$ cat config.mk
export PLATFORM = sky130hd
export DESIGN_NAME = result_uart_logger
export DESIGN_NICKNAME = d
export VERILOG_FILES = /design/src/rtl/result_uart_logger.sv
export SDC_FILE = /design/constraint.sdc
export NUM_CORES = 1
export LEC_CHECK = 0
export BUFFER_PORTS_ARGS = -buffer_cell sky130_fd_sc_hd__buf_2
export CAP_MARGIN = 20
export CORE_MARGIN = 2
export CORE_UTILIZATION = 55
export CTS_CLUSTER_SIZE = 20
export DETAILED_ROUTE_END_ITERATION = 10
export PLACE_DENSITY_LB_ADDON = 0.3
export SLEW_MARGIN = 15
export SYNTH_ARGS = -nofsm -noshare
export SYNTH_HDL_FRONTEND = slang
export SYNTH_SLANG_ARGS = --single-unit
$ cat constraint.sdc
create_clock -name clk_25m -period 4.4 [get_ports clk_25m]
set_input_delay 0.88 -clock clk_25m [delete_from_list [all_inputs] [get_ports clk_25m]]
set_output_delay 0.88 -clock clk_25m [all_outputs]
set_load 0.01 [all_outputs]
$ cat src/rtl/result_uart_logger.sv
// result_uart_logger: buffers classifier results in a small FIFO and sends
// each as one UART byte (8N1, or 8E1 when LOGGER_PARITY_EN is defined).
// Ports: clk_25m, rst_n (async active-low), enable, result, result_valid,
// restart in; tx (idle high), busy, send_done, drop_cnt[7:0] out.
module result_uart_logger #(
  parameter int CLASS_W   = 4,
  parameter int MAX_COUNT = 101,
  parameter int FIFO_AW   = 4,
  parameter int BAUD_DIV  = 217
) (
  input  logic               clk_25m,
  input  logic               rst_n,
  input  logic               enable,
  input  logic [CLASS_W-1:0] result,
  input  logic               result_valid,
  input  logic               restart,
  output logic               tx,
  output logic               busy,
  output logic               send_done,
  output logic [7:0]         drop_cnt
);

  localparam int DEPTH = 1 << FIFO_AW;
  localparam int BW    = $clog2(BAUD_DIV);

  typedef enum logic [2:0] {
    IDLE, START, DATA, PARITY, STOP
  } state_t;

  state_t state, state_nx;

  logic [7:0]         mem [DEPTH];
  logic [FIFO_AW-1:0] wr_ptr, rd_ptr;
  logic [FIFO_AW:0]   level;
  logic [7:0]         count;
  logic [BW-1:0]      baud_cnt;
  logic [2:0]         bit_idx;
  logic [7:0]         shreg;
  logic [7:0]         din, pop_data;
  logic               empty, full;
  logic               attempt, push, pop_base, pop;
  logic               baud_tick, stop_end;
  logic               tx_nx;

  assign din       = 8'(result);
  assign empty     = (level == '0);
  assign full      = (level == (FIFO_AW+1)'(DEPTH));
  assign baud_tick = (state != IDLE) &&
                     (baud_cnt == BW'(BAUD_DIV - 1));
  assign stop_end  = (state == STOP) && baud_tick;
  assign attempt   = result_valid & enable &
                     ~send_done & ~restart;

  // A pop in the same cycle frees a slot, so a full
  // FIFO still accepts when the transmitter drains it.
  assign pop_base  = ~empty & ((state == IDLE) | stop_end);
  assign push      = attempt & (~full | pop_base);

  // Frame ending with an empty FIFO takes the
  // incoming byte straight through (bypass).
  assign pop       = pop_base | (stop_end & push);
  assign pop_data  = empty ? din : mem[rd_ptr];

  assign busy      = (state != IDLE) | ~empty;

  always_ff @(posedge clk_25m) begin
    if (push) mem[wr_ptr] <= din;
  end

  always_ff @(posedge clk_25m or negedge rst_n) begin
    if (!rst_n) begin
      wr_ptr <= '0;
      rd_ptr <= '0;
      level  <= '0;
    end else begin
      if (push) wr_ptr <= wr_ptr + 1'b1;
      if (pop)  rd_ptr <= rd_ptr + 1'b1;
      level <= level + (FIFO_AW+1)'(push)
                     - (FIFO_AW+1)'(pop);
    end
  end

  always_ff @(posedge clk_25m or negedge rst_n) begin
    if (!rst_n) begin
      count     <= '0;
      send_done <= 1'b0;
      drop_cnt  <= '0;
    end else if (restart) begin
      count     <= '0;
      send_done <= 1'b0;
      drop_cnt  <= '0;
    end else if (push) begin
      count     <= count + 8'd1;
      send_done <= (count + 8'd1 == 8'(MAX_COUNT));
    end else if (attempt && drop_cnt != 8'hff) begin
      drop_cnt  <= drop_cnt + 8'd1;
    end
  end

  always_comb begin
    state_nx = state;
    tx_nx    = 1'b1;
    unique case (state)
      IDLE: begin
        if (pop) state_nx = START;
      end
      START: begin
        tx_nx = 1'b0;
        if (baud_tick) state_nx = DATA;
      end
      DATA: begin
        tx_nx = shreg[bit_idx];
        if (baud_tick && bit_idx == 3'd7) begin
`ifdef LOGGER_PARITY_EN
          state_nx = PARITY;
`else
          state_nx = STOP;
`endif
        end
      end
`ifdef LOGGER_PARITY_EN
      PARITY: begin
        tx_nx = ^shreg;
        if (baud_tick) state_nx = STOP;
      end
`endif
      STOP: begin
        if (baud_tick) state_nx = pop ? START : IDLE;
      end
      default: state_nx = IDLE;
    endcase
  end

  always_ff @(posedge clk_25m or negedge rst_n) begin
    if (!rst_n) begin
      state    <= IDLE;
      baud_cnt <= '0;
      bit_idx  <= '0;
      shreg    <= '0;
      tx       <= 1'b1;
    end else begin
      state <= state_nx;
      tx    <= tx_nx;
      if (pop) shreg <= pop_data;
      // Bit timing restarts on every state entry.
      if (state == IDLE || baud_tick || state_nx != state)
        baud_cnt <= '0;
      else
        baud_cnt <= baud_cnt + 1'b1;
      if (state != DATA)
        bit_idx <= '0;
      else if (baud_tick)
        bit_idx <= bit_idx + 3'd1;
    end
  end

endmodule

==> impl_metrics.toml <==
[global_routing]
antenna_found_initial = 0
met1_usage = 0.319
grt.busiest_layer = "met2"
track_usage = 0.228
grt_max_degree = 50
grt_use_met3 = 0.0545
grt_pass1_wl_mm = 17.3
grt_use_met2 = 0.343
grt_pass1_vias = 3354
grt_overflow = 0

[min_path]
hold_path_class = "in2async"

[drt]
drc = 0
firstDrtPassIters = 4
drt_iter0_drc = 165
routedWlPerCell_um = 18.6
vias = 3219
viasPerCell = 5.71
finalWirelength_mm = 10.5
drtAntennaViolNets = 0

[sta]
max_freq_mhz = 319
slew_viol_final = 0
hold_viol_final = 0
fin_skew_ns = 0.00861
setup_tns_ns = 0
rsz0062_at_grt = "false"
fin_crit_ns = 3.13
slew_headroom = 0.292
fin_crit_sh = 0.712
finalWorstSetupSlack_ns = 1.27
setup_viol = 0
tightestPinTransition_ns = 1.05

[place]
place_ws_ns = 0.994
port_buffers = 19
place.gp.congestion = 0.868
hpwl_mm = 6.56
dp_cells = 531

[synthesis]
synth-seq-area-share = 0.604
ys_ff_latch = 113
syn-num-nets = 421
synthesis.area_um2 = 5220
ys.flop_type = "edfxtp_1"
synth_top_area_share = 0.369
syn_area_per_cell_um2 = 13.3
synth_cells = 393
yosys-top-cells-area = "edfxtp_1 37%, dfrtp_1 23%, mux4_2 6.5%"
yosysUniqueCellTypes = 60
synth_edf_count = 64
async_flop_share = 0.434
yosysTopAreaCell = "edfxtp_1"
ys_warn_count = 0

[critical_path]
cp-end-kind = "flip-flop"
crit_required_ns = 4.80
timing_worst_setup_path_type = "reg2reg"
crit_arrival_ns = 3.53
start_kind = "flip-flop"
cp_max_fo = 9

[power]
p_sw_frac = 0.255
comb_power_share = 0.104
clkPwrFrac = 0.472
p_sw_uw = 754
vdd.ir_drop.worst_v = 0.000306
power_uw = 2950
intPower_uw = 2200
power_frac_seq = 0.425
p_leak_uw = 0.00235
p_per_area_nw_per_um2 = 488

[floorplan]
dieArea_um2 = 10300
boundaryPins = 20
core_um2 = 9240
die_w_um = 101
die_height_um = 101
rows = 35
start_util = 0.564

[layout]
multiInputGateArea_um2 = 1910
n_fill_cell = 665
layout.cells.most_common = "edfxtp_1"
stdcell_count = 564
syn_to_final_growth_pct = 16.1
fin_nets = 450
antennaDiodeCount = 0
register_area_um2 = 3150
final_util = 0.655
final_cell_mix = "64 x edfxtp_1, 48 x dfrtp_1, 27 x nor2_1, 22 x inv_1, 20 x a21oi_1"
drive_gt1_frac = 0.195

[clock_tree]
cts.repair_timing.setup_buffer_count = 0
cts_max_path_buffers = 2
clk_pin_slew_worst_paths_ns = 0.06
cts_tree = "done"
cts_made_buffers = 17
h-tree-depth = 4
cts_hold_repair.buffers = 0
clock_latency_ns = 0.52
cts.sink_count = 113
cts_resized = 0
cts_root_buffer = "clkbuf_8"

[flow_run]
drv_cap = 0

[run_status]
status = "completed"
[synth_stat cells, drive strengths merged (7+ instances only)]
master and n:
nand3 15, nor2 28, xor2 7, mux4 15, o21ai 11, ha 18
nand2 19, inv 23, xnor2 17, nor3b 9, edfxtp 64, dfrtp 48
a21oi 20, clkbuf 7, buf 8
[cells by family (layout without fill, tap and decap cells)]
kind of cell | count (synthesis) | in the layout | share of synthesized area
flip-flops | 113 | 113 | 0.604
multiplexers | 22 | 22 | 0.0787
AND/OR/NAND/NOR | 117 | 117 | 0.124
AO/OA/AOI/OAI | 60 | 60 | 0.0765
buffers and inverters | 38 | 80 | 0.0300
adder cells (fa/ha/maj) | 19 | 19 | 0.0470
XOR/XNOR | 24 | 24 | 0.0403
[through the flow]
stage               hold WS (ns)  area, um2
finish                     0.473       6050
floorplan                  0.469       5220
global placement           0.498       5440
CTS                        0.487       6050
global route               0.521       6050
detailed placement         0.500       5440
[metal layers]
layer | vias to the layer above | wire (um)
li1 | 1521 | -
met1 | 1606 | 4890
met2 | 74 | 4980
met3 | 18 | 432
met4 | 0 | 208
met5 | - | 0
[worst paths after layout]
path	slack, ns	cells past startpoint	end	start
max reg2reg	1.27	16	level[4]$_DFF_PN0_	level[2]$_DFF_PN0_
max	1.27	16	level[4]$_DFF_PN0_	level[2]$_DFF_PN0_
min reg2reg	0.51	1	baud_cnt[0]$_DFF_PN0_	baud_cnt[0]$_DFF_PN0_
min	0.47	2	baud_cnt[4]$_DFF_PN0_	rst_n
max in group asynchronous	3.50	2	wr_ptr[0]$_DFFE_PN0P_	rst_n
min in group clk_25m	0.51	1	baud_cnt[0]$_DFF_PN0_	baud_cnt[0]$_DFF_PN0_
[layout make-up]
| type | count | area share |
|---|---|---|
| Clock buffer | 17 | 0.0684 |
| Clock inverter | 15 | 0.0322 |
| Inverter | 23 | 0.0143 |
| Multi-Input combinational cell | 242 | 0.315 |
| Sequential cell | 113 | 0.520 |
| Tap cell | 129 | 0.0267 |
| Timing Repair Buffer | 25 | 0.0227 |
[registers in the layout, summed over array words and instances (netlist names)]
register and count:
baud_cnt 8, bit_idx 3, count 8, drop_cnt 8, level 5, mem 64, rd_ptr 4, send_done 1
shreg 4, state 3, tx 1, wr_ptr 4
[worst max-delay path: stages (launching register included)]
cell      delay, ns
dfrtp_1        0.39
inv_1          0.09
ha_1           0.16
or3b_1         0.41
a211oi_2       0.42
nor2_2         0.10
inv_2          0.17
ha_1           0.26
inv_1          0.06
ha_1           0.16
inv_1          0.06
fa_1           0.39
inv_1          0.07
a21oi_1        0.05
nor2_1         0.08
nor2_1         0.05
xnor2_1        0.11
[power groups by stage]
stage | logic [uW] | clock network (uW) | registers [uW]
detailed placement | 309 | 0 | 1270
CTS | 311 | 1410 | 1250
global route | 350 | 1460 | 1270
finish | 307 | 1390 | 1250
floorplan | 239 | 0 | 1240
global placement | 292 | 0 | 1270
(Power assumes the default switching activity.)
